[src/rtl/mul_share_pkg.sv]
// Shared types, widths and helpers for the shared-multiplier controller.
package mul_share_pkg;

  localparam int unsigned XLEN   = 32;
  localparam int unsigned MUL_W  = 33;
  localparam int unsigned PROD_W = 64;

  typedef enum logic [1:0] {
    OP_MUL    = 2'd0,
    OP_MULH   = 2'd1,
    OP_MULHSU = 2'd2,
    OP_MULHU  = 2'd3
  } mul_op_e;

  typedef enum logic [1:0] {
    S_IDLE = 2'd0,
    S_MUL  = 2'd1,
    S_RESP = 2'd2
  } state_e;

  // First operand is signed for every op except MULHU.
  function automatic logic [MUL_W-1:0] ext_a(input mul_op_e op, input logic [XLEN-1:0] a);
    return {(op != OP_MULHU) & a[XLEN-1], a};
  endfunction

  // Second operand is signed only for MUL/MULH.
  function automatic logic [MUL_W-1:0] ext_b(input mul_op_e op, input logic [XLEN-1:0] b);
    return {((op == OP_MUL) || (op == OP_MULH)) & b[XLEN-1], b};
  endfunction

  function automatic logic [XLEN-1:0] sel_half(input mul_op_e op, input logic [PROD_W-1:0] p);
    return (op == OP_MUL) ? p[XLEN-1:0] : p[PROD_W-1:XLEN];
  endfunction

endpackage

[src/rtl/rr_arbiter.sv]
// Round-robin arbiter: one-hot grant from the first requester at or after the pointer.
module rr_arbiter #(
  parameter int unsigned N = 2
) (
  input  logic         clk,
  input  logic         rst_n,
  input  logic [N-1:0] req,
  input  logic         advance,
  output logic [N-1:0] gnt
);

  localparam int unsigned IW = (N > 1) ? $clog2(N) : 1;

  logic [IW-1:0] ptr_q;
  logic [IW-1:0] gidx;
  logic          found;

  always_comb begin
    gnt   = '0;
    gidx  = ptr_q;
    found = 1'b0;
    for (int unsigned k = 0; k < N; k++) begin
      if (!found && req[IW'((32'(ptr_q) + k) % N)]) begin
        found = 1'b1;
        gidx  = IW'((32'(ptr_q) + k) % N);
      end
    end
    if (found) gnt[gidx] = 1'b1;
  end

  // Pointer moves just past the granted requester.
  always_ff @(posedge clk or negedge rst_n) begin
    if (!rst_n) begin
      ptr_q <= '0;
    end else if (advance && found) begin
      ptr_q <= IW'((32'(gidx) + 1) % N);
    end
  end

endmodule

[src/rtl/mul_share_ctrl.sv]
// Shares one 33x33 signed multiplier between N_REQ requesters running RV32M ops.
// Define MUL_SHARE_CACHE_EN to enable the last-result cache.
module mul_share_ctrl
  import mul_share_pkg::*;
#(
  parameter int unsigned N_REQ = 2
) (
  input  logic                       clk,
  input  logic                       rst_n,
  input  logic [N_REQ-1:0]           req_valid,
  output logic [N_REQ-1:0]           req_ready,
  input  logic [N_REQ-1:0][1:0]      req_op,
  input  logic [N_REQ-1:0][XLEN-1:0] req_a,
  input  logic [N_REQ-1:0][XLEN-1:0] req_b,
  output logic [N_REQ-1:0]           resp_valid,
  input  logic [N_REQ-1:0]           resp_ready,
  output logic [XLEN-1:0]            resp_data,
  output logic                       m_req,
  output logic [MUL_W-1:0]           m_ai,
  output logic [MUL_W-1:0]           m_bi,
  input  logic                       m_rdy,
  input  logic [PROD_W-1:0]          m_r
);

  localparam int unsigned IW = (N_REQ > 1) ? $clog2(N_REQ) : 1;

  state_e          state_q, state_d;
  logic [N_REQ-1:0] gnt;
  logic [IW-1:0]   sel_idx, owner_q;
  mul_op_e         sel_op, op_q;
  logic [XLEN-1:0] sel_a, sel_b, hit_data;
  logic [MUL_W-1:0] sel_ai, sel_bi;
  logic            accept, done, retire, hit;

  rr_arbiter #(.N(N_REQ)) u_arb (
    .clk    (clk),
    .rst_n  (rst_n),
    .req    (req_valid),
    .advance(accept),
    .gnt    (gnt)
  );

  // Granted requester's op and operands, already extended.
  always_comb begin
    sel_idx = '0;
    for (int unsigned i = 0; i < N_REQ; i++) begin
      if (gnt[i]) sel_idx = IW'(i);
    end
    sel_op = mul_op_e'(req_op[sel_idx]);
    sel_a  = req_a[sel_idx];
    sel_b  = req_b[sel_idx];
    sel_ai = ext_a(sel_op, sel_a);
    sel_bi = ext_b(sel_op, sel_b);
  end

  assign req_ready = (rst_n && (state_q == S_IDLE)) ? gnt : '0;

`ifdef MUL_SHARE_CACHE_EN
  logic              c_vld;
  logic [MUL_W-1:0]  c_ai, c_bi;
  logic [PROD_W-1:0] c_r;

  always_ff @(posedge clk or negedge rst_n) begin
    if (!rst_n) begin
      c_vld <= 1'b0;
      c_ai  <= '0;
      c_bi  <= '0;
      c_r   <= '0;
    end else if (done) begin
      c_vld <= 1'b1;
      c_ai  <= m_ai;
      c_bi  <= m_bi;
      c_r   <= m_r;
    end
  end

  // The low half does not depend on signedness, so MUL only needs the raw operands.
  assign hit = c_vld && (((sel_ai == c_ai) && (sel_bi == c_bi)) ||
                         ((sel_op == OP_MUL) && (c_ai[XLEN-1:0] == sel_a) &&
                          (c_bi[XLEN-1:0] == sel_b)));
  assign hit_data = sel_half(sel_op, c_r);
`else
  assign hit      = 1'b0;
  assign hit_data = '0;
`endif

  always_ff @(posedge clk or negedge rst_n) begin
    if (!rst_n) state_q <= S_IDLE;
    else        state_q <= state_d;
  end

  always_comb begin
    state_d = state_q;
    accept  = 1'b0;
    done    = 1'b0;
    retire  = 1'b0;
    case (state_q)
      S_IDLE: if (|gnt) begin
        accept  = 1'b1;
        state_d = hit ? S_RESP : S_MUL;
      end
      S_MUL: if (m_rdy) begin
        done    = 1'b1;
        state_d = S_RESP;
      end
      S_RESP: if (resp_ready[owner_q]) begin
        retire  = 1'b1;
        state_d = S_IDLE;
      end
      default: state_d = S_IDLE;
    endcase
  end

  // Request capture, multiplier handshake and registered response.
  always_ff @(posedge clk or negedge rst_n) begin
    if (!rst_n) begin
      owner_q    <= '0;
      op_q       <= OP_MUL;
      m_req      <= 1'b0;
      m_ai       <= '0;
      m_bi       <= '0;
      resp_valid <= '0;
      resp_data  <= '0;
    end else begin
      if (accept) begin
        owner_q <= sel_idx;
        op_q    <= sel_op;
        if (hit) begin
          resp_valid <= N_REQ'(1) << sel_idx;
          resp_data  <= hit_data;
        end else begin
          m_req <= 1'b1;
          m_ai  <= sel_ai;
          m_bi  <= sel_bi;
        end
      end
      if (done) begin
        m_req      <= 1'b0;
        resp_valid <= N_REQ'(1) << owner_q;
        resp_data  <= sel_half(op_q, m_r);
      end
      if (retire) resp_valid <= '0;
    end
  end

endmodule

[config.mk]
export PLATFORM = sky130hd
export DESIGN_NAME = mul_share_ctrl
export DESIGN_NICKNAME = d
export VERILOG_FILES = /design/src/rtl/mul_share_pkg.sv /design/src/rtl/rr_arbiter.sv /design/src/rtl/mul_share_ctrl.sv
export SDC_FILE = /design/constraint.sdc
export NUM_CORES = 1
export LEC_CHECK = 0
export ABC_CLOCK_PERIOD_IN_PS = 1900
export CAP_MARGIN = 25
export CORE_UTILIZATION = 38
export DETAILED_ROUTE_END_ITERATION = 8
export MAX_ROUTING_LAYER = met4
export PLACE_DENSITY = 0.78
export SLEW_MARGIN = 5
export SYNTH_ARGS = -nofsm -noshare
export SYNTH_HDL_FRONTEND = slang
export SYNTH_SLANG_ARGS = --single-unit
export TNS_END_PERCENT = 100
[constraint.sdc]
create_clock -name clk -period 1.9 [get_ports clk]
set_clock_uncertainty 0.05 [all_clocks]
set_input_delay 0.38 -clock clk [delete_from_list [all_inputs] [get_ports clk]]
set_output_delay 0.38 -clock clk [all_outputs]
set_load 0.03 [all_outputs]
After elaboration in Yosys (flattened, before gate mapping)
Cells that the tools add are included.

$lt $le $gt $ge: 6. Muxes and demuxes: 35. Bitwise operators: 2. Shifts and indexed selects: 1. Reduce and logical (&&, ||, !) cells: 13. $mul: 0. Add/sub/neg operators: 2. Eq/ne operators: 7. Divide/modulo/power cells: 0.

Operators by type and width (count): 32-bit 2-to-1 mux (5); 1-bit 2-to-1 mux (19); 2-bit 2-to-1 mux (9); 1-bit by 2-bit < comparator with 1-bit output, second input constant (5); 2-bit zero test (3); 2-bit != test, second input constant (3); 2-bit case mux with 3 select lines (1); 2-bit by 1-bit == test with 1-bit output, second input constant (2); 1-bit logical AND (4); 2-bit nonzero test (2); 3-bit AND reduction (1); 1-bit adder, second input constant (2); 1-bit bitwise AND (2); 2-bit == test, second input constant (1); 2-bit by 1-bit != test with 1-bit output, second input constant (1); 2-bit OR reduction (1); 1-bit by 1-bit << shifter with 2-bit output, first input constant (1); 1-bit demux with 1-bit select (1); 1-bit greater-or-equal comparator, second input constant (1); 1-bit zero test (1); 1-bit logical OR (1).

Bits in latches: 0. Memory bits (writable): 0. Memories: 0. Bits of input ports: 203. Logic and storage cells: 75. Flip-flop bits (word level): 107. Memory bits (read-only): 0.

Depth between registers and ports, before layout
Gate-level depths: netlist of run 1.

Word-level depth: 17. Mapped depth: 8. Gate-level depth less buffers: 3.

Modules after synthesis
Synthesis of run 1 repeated with hierarchy kept, for this count alone.

Cells, all modules: 475. Area, all modules: 5087.4 um2.

By module, submodules not included: mul_share_ctrl (sequential area each 2652.5 um2, instances 1, area each 5032.3 um2, cells an instance 469); rr_arbiter (sequential area each 25.0 um2, instances 1, area each 55.1 um2, cells an instance 6).

Worst setup path before layout of run 1
OpenSTA, ideal clock, no wires.

Path type: reg-to-output. Start: register state_q[0]. End: output port req_ready[0]. Cell stages (with the launch flop): 6. Slack: -0.131 ns. Arrival: 1.601 ns. Data required time: 1.470 ns. Cell sequence: dfrtp_1 > nor2_1 > buf_2 > buf_1 > nand3_1 > a21oi_1.

Cells in the longest elaborated chain, start to end: 3.

Ends and longest elaborated chain: from (decl) (line mul_share_ctrl.sv:27) `state_e state_q, state_d;`; from (signal assigned) (line mul_share_ctrl.sv:89) `else state_q <= state_d;`; 2-bit zero test (line mul_share_ctrl.sv:56) `assign req_ready = (rst_n && (state_q == S_IDLE)) ? gnt : '0;`; 1-bit logical AND (line mul_share_ctrl.sv:56); 2-bit 2-to-1 mux (line mul_share_ctrl.sv:56); to (decl) (line mul_share_ctrl.sv:11) `output logic [N_REQ-1:0] req_ready,`.

No other way between the ends.

Worst setup path after layout of run 1
Start: register m_bi[2]. End: output port m_bi[2].

RTL lines: from (decl) (line mul_share_ctrl.sv:20) `output logic [MUL_W-1:0] m_bi,`; from (signal assigned) (line mul_share_ctrl.sv:134) `m_bi <= sel_bi;`.

No word-level cell between the ends.

==> results.cfg, run 1 <==
[status]
status = completed

[layout]
final_nets = 1054
syn_to_final_growth_pct = 69.0
drive_gt1_frac = 0.0795

[logic_synthesis]
ys_ff_latch = 107
yosysMostFrequentCell = dfrtp_1
synth_edf_count = 0
synthFlopType = dfrtp_1
yosys_warnings = 0
post-synth-top-area-cell = dfrtp_1
netlist-cell-type-count = 29
postSynthAreaPerCell_um2 = 9.22
synthesis.area_um2 = 5260
synth_area_leaders = dfrtp_1, o21ai_0, a31oi_1, a21oi_1, mux2i_1
synthCells = 570
yosys-top-cells-count = dfrtp_1, o21ai_0, a21oi_1
async_flop_share = 1.00
synthesis.nets = 773
synth-seq-area-share = 0.509
netlist.area_leader.share = 0.509

[clock_network]
clk_latency_ns = 0.34
clock-root-buffer = clkbuf_16
clockBufferDepth = 2
cts_max_level = 3
cts_tree = yes
cts_sinks = 107
cts.clk_slew.worst_paths_ns = 0.07
cts_buffers = 9

[critical_path]
cp.arrival_ns = 1.42
path_buf_inv = 1
worstSetupPathType = flop to primary output
r2r_slack_ns = 0.38
cp_num_cells = 1
crit_chain = clkdlybuf4s50_1
required_ns = 1.47
cp_top_family = buffers and inverters
start_kind = flop
reg2regPathDepth = 4
worstReg2RegStart = u_arb.ptr_q$_DFFE_PN0P_
cp_slowest_cell = clkdlybuf4s50_1
worstSetupEndpointType = primary output
regToRegEndpoint = m_bi[28]$_DFFE_PN0P_
cp_slowest_stage_delay_ns = 0.69
crit_fanout = 2

[die]
fp.dieArea_um2 = 14300
rows = 42
die_x_um = 120
die_h_um = 120
initial_core_util = 0.394
core_um2 = 13300
ios = 306

[detailed_routing]
m1WireLength_mm = 7.37
drt_iter0_markers = 259
firstDrtPassIters = 5
routed_wl_mm = 19.2
ant_nets = 0
drt-wirelength-per-cell_um = 18.6
wl_met3_mm = 1.54
vias = 5729
highest_layer = met4
via_per_inst = 5.55
drc = 0
dr_wl_met2_mm = 9.74

[power_and_ir_drop]
p_leak_nw = 3.47
p_total_mw = 14.5
power_density_nw_per_um2 = 1630
ir_drop_v = 0.000793

[global_route]
grt_pass1_wl_mm = 29.3
grt_max_degree = 67
grt_pass1_vias = 5732
antenna_found_initial = 2
overflow = 0
track_usage = 0.270

[place]
port_buffers = 305
dp_slack_ns = -0.106
globalplace.congestion = 0.843
dp_hpwl_mm = 14.2

[sta]
slew_violations = 0
fmax_mhz = 539
fin_crit_ns = 1.85
setup_viol = 0
hold_viol = 0
slew_headroom = 0.512
tightest_slew_ns = 0.733
timing.final.ws_setup_ns = 0.0460
fin_crit_sh = 0.976
rsz0062_at_grt = false
timing.hold.ws_ns = 0.153
finalSetupTns_ns = 0

[job]
maxCapViolations = 0

[min_path]
min_path_type = input port to asynchronous set/reset pin
timing repair:
item                                   CTS  global route
buffers inserted                         1             2
pin swaps                                0             3
resized for setup                        2             3
hold buffers                             0             0
endpoints found under the hold margin    0             0
setup endpoints to repair                1             3
cell type report:
cell class                 count  area, µm²
timing repair buffer         334       3350
sequential                   107       2680
clock inverter                 3       46.3
multi-input combinational    398       2320
antenna                        2       5.00
tap                          176        220
fill                        1077       4460
clock buffer                  12        256
inverter                       1       3.75
through the flow:
step | instances | cell area (µm²) | util
2_1_floorplan | 570 | 5260 | -
3_3_place_gp | 1013 | 8540 | 0.640
3_5_place_dp | 1013 | 8540 | 0.640
4_1_cts | 1029 | 8860 | 0.664
5_1_grt | 1033 | 8890 | 0.666
6_report | 1033 | 8890 | 0.666
registers in the layout, summed over array words and instances (netlist names):
signal	flops
m_ai	33
m_bi	33
resp_data	32
op_q	2
resp_valid	2
state_q	2
m_req	1
owner_q	1
u_arb.ptr_q	1
cells in the final DEF (no fill, tap or decap), types with 2 or more instances in the layout:
cell               n
nand2_1           37
a31oi_1           59
nand3_1           67
or2_2              2
a31oi_2           10
o21ai_0          101
dlymetal6s2s_1     2
a21oi_1           70
clkbuf_16          9
mux2i_1           34
nor2_4             2
diode_2            2
clkbuf_8           2
dfrtp_1          107
buf_4             24
buf_12             7
clkdlybuf4s50_1  299
power by group:
group	switching [mW]	total [mW]	internal (mW)
Clock	0.810	1.90	1.09
Sequential	0.675	4.10	3.43
Combinational	4.90	8.46	3.55
worst max-delay path by stage:
stage / start / endpoint
after floorplan: state_q[0]$_DFFE_PN0P_ / req_ready[0]
after global placement: req_valid[0] / req_ready[1]
after detailed placement: req_valid[0] / m_bi[3]$_DFFE_PN0P_
after CTS: req_valid[0] / req_ready[1]
after global routing: m_ai[8]$_DFFE_PN0P_ / m_ai[8]
final: m_bi[2]$_DFFE_PN0P_ / m_bi[2]
per-layer routing:
metal / track usage / vias to the layer above
met1: 0.298 / 2755
met3: 0.0589 / 41
met4: 0.114 / 0
met2: 0.469 / 285
li1: - / 2648
met5: - / -
cell families after synthesis:
family	synth area share
compound gates	0.262
mux	0.0647
flops	0.509
buf+inv	0.0547
simple gates	0.109
Power figures use the tool's default switching activity.
==> inputs of run 2 (changes only) <==
CTS_CLUSTER_SIZE = 14   (was not set)
==> results of run 2 <==
The final DEF is identical to that of run 1; final timing and power are the same.
==> inputs of run 3 (changes only) <==
ABC_AREA = 0   (was not set)
CAP_MARGIN = 15   (was 25)
==> results of run 3 <==
The final DEF is identical to that of run 1; final timing and power are the same.
